**config.mk**
```make
export PLATFORM = sky130hd
export DESIGN_NAME = panel_ctrl
export DESIGN_NICKNAME = d
export VERILOG_FILES = /design/src/rtl/panel_ctrl.sv
export SDC_FILE = /design/constraint.sdc
export NUM_CORES = 1
export LEC_CHECK = 0
export ABC_AREA = 1
export ABC_CLOCK_PERIOD_IN_PS = 3600
export CAP_MARGIN = 20
export CORE_UTILIZATION = 40
export DETAILED_ROUTE_END_ITERATION = 16
export GPL_ROUTABILITY_DRIVEN = 0
export PLACE_DENSITY = 0.78
export RECOVER_POWER = 25
export SLEW_MARGIN = 30
export SYNTH_ARGS = -nofsm -noshare
export SYNTH_HDL_FRONTEND = slang
export SYNTH_SLANG_ARGS = --single-unit
export TNS_END_PERCENT = 5
```
**constraint.sdc**
```tcl
create_clock -name clk_i -period 3.6 [get_ports clk_i]
set_input_delay 0.9 -clock clk_i [delete_from_list [all_inputs] [get_ports clk_i]]
set_output_delay 0.9 -clock clk_i [all_outputs]
set_load 0.01 [all_outputs]
```
**src/rtl/panel_ctrl.sv**
```systemverilog
// ---------------------------------------------------------------------------
// panel_ctrl -- front-panel controller for the TOY machine.
//
// Debounces the five raw panel buttons into single-cycle press events, owns
// the panel side of the main-memory rw port (load = write switches, look =
// read), and issues run/step/stop pulses to the core.
//
// Ports:
//   clk_i, rst_ni            clock, asynchronous active-low reset
//   btn_*_i                  raw buttons (load, look, step, run, stop)
//   sw_addr_i, sw_data_i     address / data switches (quasi-static)
//   core_running_i           core is executing
//   core_run_o/step_o/stop_o one-cycle control pulses to the core
//   pc_wen_o, pc_o           one-cycle PC load strobe and value
//   mem_val_o .. mem_rdy_i   memory request port
//                            (valid/ready: a request is offered by holding
//                            mem_val_o high with addr/wen/wdata stable; it
//                            completes on the first cycle mem_rdy_i is
//                            sampled high, and mem_rdata_i is taken then)
//   disp_addr_o/disp_data_o  address/data of the last completed access
//   led_inwait_o             memory access in progress (also exposes state)
//   led_ready_o              idle and core not running
// ---------------------------------------------------------------------------
module panel_ctrl #(
    parameter int ADDR_W          = 8,
    parameter int DATA_W          = 16,
    parameter int DEBOUNCE_CYCLES = 4,
    parameter int AUTO_INC        = 1
) (
    input  logic              clk_i,
    input  logic              rst_ni,
    input  logic              btn_load_i,
    input  logic              btn_look_i,
    input  logic              btn_step_i,
    input  logic              btn_run_i,
    input  logic              btn_stop_i,
    input  logic [ADDR_W-1:0] sw_addr_i,
    input  logic [DATA_W-1:0] sw_data_i,
    input  logic              core_running_i,
    output logic              core_run_o,
    output logic              core_step_o,
    output logic              core_stop_o,
    output logic              pc_wen_o,
    output logic [ADDR_W-1:0] pc_o,
    output logic              mem_val_o,
    output logic              mem_wen_o,
    output logic [ADDR_W-1:0] mem_addr_o,
    output logic [DATA_W-1:0] mem_wdata_o,
    input  logic [DATA_W-1:0] mem_rdata_i,
    input  logic              mem_rdy_i,
    output logic [ADDR_W-1:0] disp_addr_o,
    output logic [DATA_W-1:0] disp_data_o,
    output logic              led_inwait_o,
    output logic              led_ready_o
);

    localparam int B_LOAD = 0;
    localparam int B_LOOK = 1;
    localparam int B_STEP = 2;
    localparam int B_RUN  = 3;
    localparam int B_STOP = 4;
    localparam int NB     = 5;
    localparam int CW     = (DEBOUNCE_CYCLES > 1) ? $clog2(DEBOUNCE_CYCLES) : 1;

    typedef enum logic {
        IDLE = 1'b0,
        REQ  = 1'b1
    } state_t;

    state_t            state;
    logic [NB-1:0]     sync1;
    logic [NB-1:0]     sync2;
    logic [NB-1:0]     level;
    logic [NB-1:0]     level_d;
    logic [CW-1:0]     cnt [NB];
    logic [NB-1:0]     press;

    logic [ADDR_W-1:0] addr_q;      // address of last completed access
    logic [ADDR_W-1:0] snap_q;      // sw_addr_i seen at the event of that access
    logic [ADDR_W-1:0] snap_evt;    // sw_addr_i captured at the pending event
    logic              have_prev;   // at least one access has completed
    logic              auto_hit;
    logic [ADDR_W-1:0] target;

    // ---------------- debounce ----------------
    always_ff @(posedge clk_i or negedge rst_ni) begin
        if (!rst_ni) begin
            sync1   <= '0;
            sync2   <= '0;
            level   <= '0;
            level_d <= '0;
            for (int i = 0; i < NB; i++) cnt[i] <= '0;
        end else begin
            sync1   <= {btn_stop_i, btn_run_i, btn_step_i, btn_look_i, btn_load_i};
            sync2   <= sync1;
            level_d <= level;
            for (int i = 0; i < NB; i++) begin
                if (sync2[i] != level[i]) begin
                    // Accept the new level on the DEBOUNCE_CYCLES-th differing cycle.
                    if (cnt[i] == CW'(DEBOUNCE_CYCLES - 1)) begin
                        level[i] <= sync2[i];
                        cnt[i]   <= '0;
                    end else begin
                        cnt[i] <= cnt[i] + CW'(1);
                    end
                end else begin
                    cnt[i] <= '0;
                end
            end
        end
    end

    assign press = level & ~level_d;

    // Repeating an access without touching the address switches walks forward.
    assign auto_hit = (AUTO_INC != 0) && have_prev && (sw_addr_i == snap_q);
    assign target   = auto_hit ? (addr_q + ADDR_W'(1)) : sw_addr_i;

    // ---------------- control FSM ----------------
    always_ff @(posedge clk_i or negedge rst_ni) begin
        if (!rst_ni) begin
            state       <= IDLE;
            core_run_o  <= 1'b0;
            core_step_o <= 1'b0;
            core_stop_o <= 1'b0;
            pc_wen_o    <= 1'b0;
            pc_o        <= '0;
            mem_val_o   <= 1'b0;
            mem_wen_o   <= 1'b0;
            mem_addr_o  <= '0;
            mem_wdata_o <= '0;
            disp_addr_o <= '0;
            disp_data_o <= '0;
            addr_q      <= '0;
            snap_q      <= '0;
            snap_evt    <= '0;
            have_prev   <= 1'b0;
        end else begin
            core_run_o  <= 1'b0;
            core_step_o <= 1'b0;
            core_stop_o <= 1'b0;
            pc_wen_o    <= 1'b0;

            // While the core runs, stop is the only button that means anything.
            if (core_running_i && press[B_STOP]) begin
                core_stop_o <= 1'b1;
            end

            case (state)
                IDLE: begin
                    if (!core_running_i) begin
                        if (press[B_RUN]) begin
                            core_run_o <= 1'b1;
                        end else if (press[B_STEP]) begin
                            core_step_o <= 1'b1;
                        end else if (press[B_LOAD] || press[B_LOOK]) begin
                            state       <= REQ;
                            mem_val_o   <= 1'b1;
                            mem_wen_o   <= press[B_LOAD];
                            mem_addr_o  <= target;
                            mem_wdata_o <= sw_data_i;
                            snap_evt    <= sw_addr_i;
                        end
                    end
                end
                REQ: begin
                    if (mem_rdy_i) begin
                        state       <= IDLE;
                        mem_val_o   <= 1'b0;
                        addr_q      <= mem_addr_o;
                        snap_q      <= snap_evt;
                        have_prev   <= 1'b1;
                        disp_addr_o <= mem_addr_o;
                        disp_data_o <= mem_wen_o ? mem_wdata_o : mem_rdata_i;
                        pc_wen_o    <= 1'b1;
                        pc_o        <= mem_addr_o;
                    end
                end
                default: state <= IDLE;
            endcase
        end
    end

    assign led_inwait_o = (state == REQ);
    assign led_ready_o  = (state == IDLE) & ~core_running_i;

endmodule

```
After elaboration in Yosys (flattened, before gate mapping)
Index checks and enable logic that the tools add are counted.

cells by class
  add/sub/neg operators = 6
  equality and inequality tests = 16
  mux-type cells = 34
  bitwise logic cells = 7
  reduce and logical (&&, ||, !) cells = 11

operator list
  operator                                                        count
  1-bit 2-to-1 mux                                                20
  2-bit 2-to-1 mux                                                10
  16-bit 2-to-1 mux                                               1
  2-bit AND reduction                                             6
  2-bit by 1-bit adder with 2-bit output (second input constant)  5
  2-bit equality test (second input constant)                     5
  2-bit inequality test (second input constant)                   5
  5-bit AND reduction                                             2
  8-bit by 1-bit adder with 8-bit output (second input constant)  1
  8-bit equality test                                             1
  8-bit 2-to-1 mux                                                1
  5-bit bitwise AND                                               1
  1-bit inequality test                                           5
  5-bit inverter                                                  1
  1-bit inverter                                                  4
  1-bit case mux with 2 select lines                              2
  1-bit logical AND                                               2
  1-bit bitwise AND                                               1
  1-bit logical OR                                                1

word-level totals
  register bits after elaboration = 102
  input bits = 49
  output and inout bits = 64
  word-level logic and storage cells = 101

Longest topological paths before layout
  word-level depth = 8
  gate-level depth with buffers = 10
  gate-level depth less buffers = 10

Worst setup path before layout
No wires, ideal clock.

  path kind = input to output
  start point = input core_running_i
  end point = output led_ready_o
  arrival time = 1,033 ps
  data required time = 2,700 ps
  slack = 1,667 ps
  stages = 1
  buffers on the path = 0
  cells stage by stage = nor2_4

between the ends
  cells in the longest elaborated chain, start to end = 2

RTL lines
  what                             RTL line  source
  from (decl)                      39        input logic core_running_i,
  1-bit inverter (no source line)  --
  1-bit bitwise AND                185       assign led_ready_o = (state == IDLE) & ~core_running_i;
  to (decl)                        54        output logic led_ready_o

No other way between the ends.

Worst setup path after layout
Same ends and word-level chain as after synthesis.

==> reports/results.tsv <==
metric	value	unit
outcome	complete, but fails checks	
failing checks	max-capacitance violations, max-slew violations	
period utilisation layout	0.8295	
syn_area_per_cell	9.214	µm²
CP Data Arrival Time	2090	ps
register area	2552	µm²
top post-synthesis cells by area	dfrtp_1, nand2_1, a21oi_1	
syn_nets	522	
FMAX	0.3349	GHz
GR peak layer	met2	
Root Buffer	clkbuf_8	
Die Height	105.7	µm
P&R area growth vs syn	32.19	%
final wirelength	9.603	mm
min cycle time layout	2986	ps
DRC violations left	0	
post-synth cell types	27	
CTS tree	done	
Detail Route Antenna Nets	0	
DR vias	3359	
clock skew	17.06	ps
CTS clk-pin slew, worst paths	90	ps
Worst path top cell family by delay	buffers and inverters	
Avg WL per Cell	13.49	µm
Placed Instance Area	5479	µm²
first-pass GRT wire length	15.99	mm
Fin. Hold Viols	0	
Worst Path Max Fanout	3	
CTS max path bufs	2	
gr usage total	0.1825	
vias in the first global route	3387	
# fillers	923	
post-DR vias/cell	4.718	
Startpoint Class	input port	
M2 GR Usage	0.3156	
HP Class	flop to flop	
prevailing post-synth register cell	dfrtp_1	
final instance area	5688	µm²
initial antenna violation count	0	
area of the mapped netlist	4303	µm²
Seq/Total Area, Yosys	0.5932	
GR Util met3	0.05380	
Post-CTS Hold Buffers	0	
Core Area	10370	µm²
fin. max-slew vios	34	
most used cell, CP	clkdlybuf4s50_1	
GRT overflow	0	
peak supply drop	411.8	µV
Starting Density	0.4149	
Clock Latency Late Sink	370	ps
CTS sink count	102	
row count	37	
CP Capture Type	output port	
CTS buffer count	9	
min setup slack post-route	613.9	ps
yosys warns	0	
Fin Hold WS	357.7	ps
Critical Path Max Stage Delay	550	ps
Yosys reg bits	102	
DP Wirelength	6.667	mm
# setup viols final	0	
kind of critical path	input port to output port	
CP cell instances	clkdlybuf4s50_1, nor2_4, clkdlybuf4s50_1	
layout cells sized above 1	0.06250	
die width	105.7	µm
Synth top area share	0.5932	
number of inserted diodes	0	
largest net degree at the start of global routing	70	
H-tree depth	3	
Die ar.	11180	µm²
Bufs and invs on worst path	2	
num ports	113	
initial DRC count	174	
post-CTS setup buffer count	0	
input/output buffers	112	
slowest CP cell	clkdlybuf4s50_1	
largest area contributor in the netlist	dfrtp_1	
Syn Inst Count	467	
RSZ-0062 raised after global routing	false	
max_cap viols	1	
Leak	2.688	nW
met1 GRT Util	0.2256	
Layout Utilization	0.5485	
post-synthesis async set-or-reset flop share	1.000	
area of the multi-input gates	1439	µm²
Post-CTS Resized	0	
Sum Neg Setup Slack	0	ps
power per cell area	815.6	nW/µm²
EDFF count, synth	0	
worst relative slew slack	-0.2384	
WP data required	2700	ps
first drt pass iteration count	4	
pre-CTS WS	605.9	ps
worst slew pin tran	1858	ps
Final nets	626	
-- registers in the layout, summed over array words and instances, names as in the netlist, 5 cells and up --
register	flops
sync2	5
level_d	5
cnt	10
snap_q	8
addr_q	8
level	5
mem_wdata_o	16
snap_evt	8
mem_addr_o	8
sync1	5
disp_data_o	16
-- area by class of cell --
class                      count  share of cell area
sequential                   102              0.4487
multi-input combinational    302              0.2530
clock inverter                 6             0.01320
inverter                      39             0.02618
tap                          136             0.02992
timing repair buffer         117              0.2048
clock buffer                  10             0.02420
-- layout by cell type, fill, tap and decap left out, drive strengths merged --
cell type	instances
xor2	4
dlygate4sd3	5
buf	5
clkinvlp	1
bufinv	1
xnor2	7
nand2	161
clkdlybuf4s50	106
nand3	21
ha	6
a21oi	34
clkbuf	11
o21ai	23
mux2	2
inv	43
nor2	34
nor3	6
dfrtp	102
nand4	1
or2	2
o21bai	1
-- per-stage QoR --
step / instances / power, mW
4_1_cts: 712 / 4.690
6_report: 712 / 4.639
3_3_place_gp: 696 / 3.821
5_1_grt: 712 / 4.979
3_5_place_dp: 696 / 3.913
2_1_floorplan: 467 / 3.002
-- worst register-to-register path, cell delays in order (launching register included) --
cell and delay (ps):
dfrtp_1 460, nor2_4 170, nand4_4 390, inv_4 420
nor2_1 80, a21oi_1 120, nand2_1 60
-- path summary, 6_finish.rpt --
check                                endpoint  slack [ps]  cells past startpoint      startpoint
worst max register to register  mem_addr_o[7]        1790                      6    led_inwait_o
worst min-delay path                 sync2[0]         360                      0        sync1[0]
worst max-delay path              led_ready_o         610                      3  core_running_i
min in group asynchronous            sync1[4]        1020                      1          rst_ni
worst min register to register       sync2[0]         360                      0        sync1[0]
max in group asynchronous           snap_q[1]        1430                      2          rst_ni
-- kinds of logic after synthesis --
group | after synthesis | synth area share
adders and majority gates | 6 | 0.01745
muxes | 2 | 0.005234
buffers and inverters | 63 | 0.07241
and+or+nand+nor | 225 | 0.2187
AOI/OAI and AO/OA | 58 | 0.07066
xor gates and xnor gates | 11 | 0.02239
DFF | 102 | 0.5932
-- cell usage after synthesis (4+ instances only) --
cell / count
xor2_1: 4
o21ai_0: 16
a21oi_1: 33
ha_1: 6
dfrtp_1: 102
xnor2_1: 7
nand3_1: 17
inv_1: 38
nand3_2: 4
nor2_1: 31
nor3_1: 6
buf_4: 13
o21ai_1: 6
nand2_1: 161
buf_2: 7
-- where the power goes --
part | switching (mW) | internal, mW | total [mW]
Clock | 0.414 | 0.353 | 0.767
Sequential | 0.347 | 1.62 | 1.96
Combinational | 0.949 | 0.961 | 1.91
Total | 1.71 | 2.93 | 4.64
-- routing by layer --
| layer | vias up | routed length, µm |
|---|---|---|
| met5 | - | 0 |
| met4 | 0 | 77 |
| met3 | 10 | 629 |
| met2 | 102 | 4765 |
| met1 | 1585 | 4131 |
| li1 | 1662 | - |
Power figures use the tool's default switching activity.
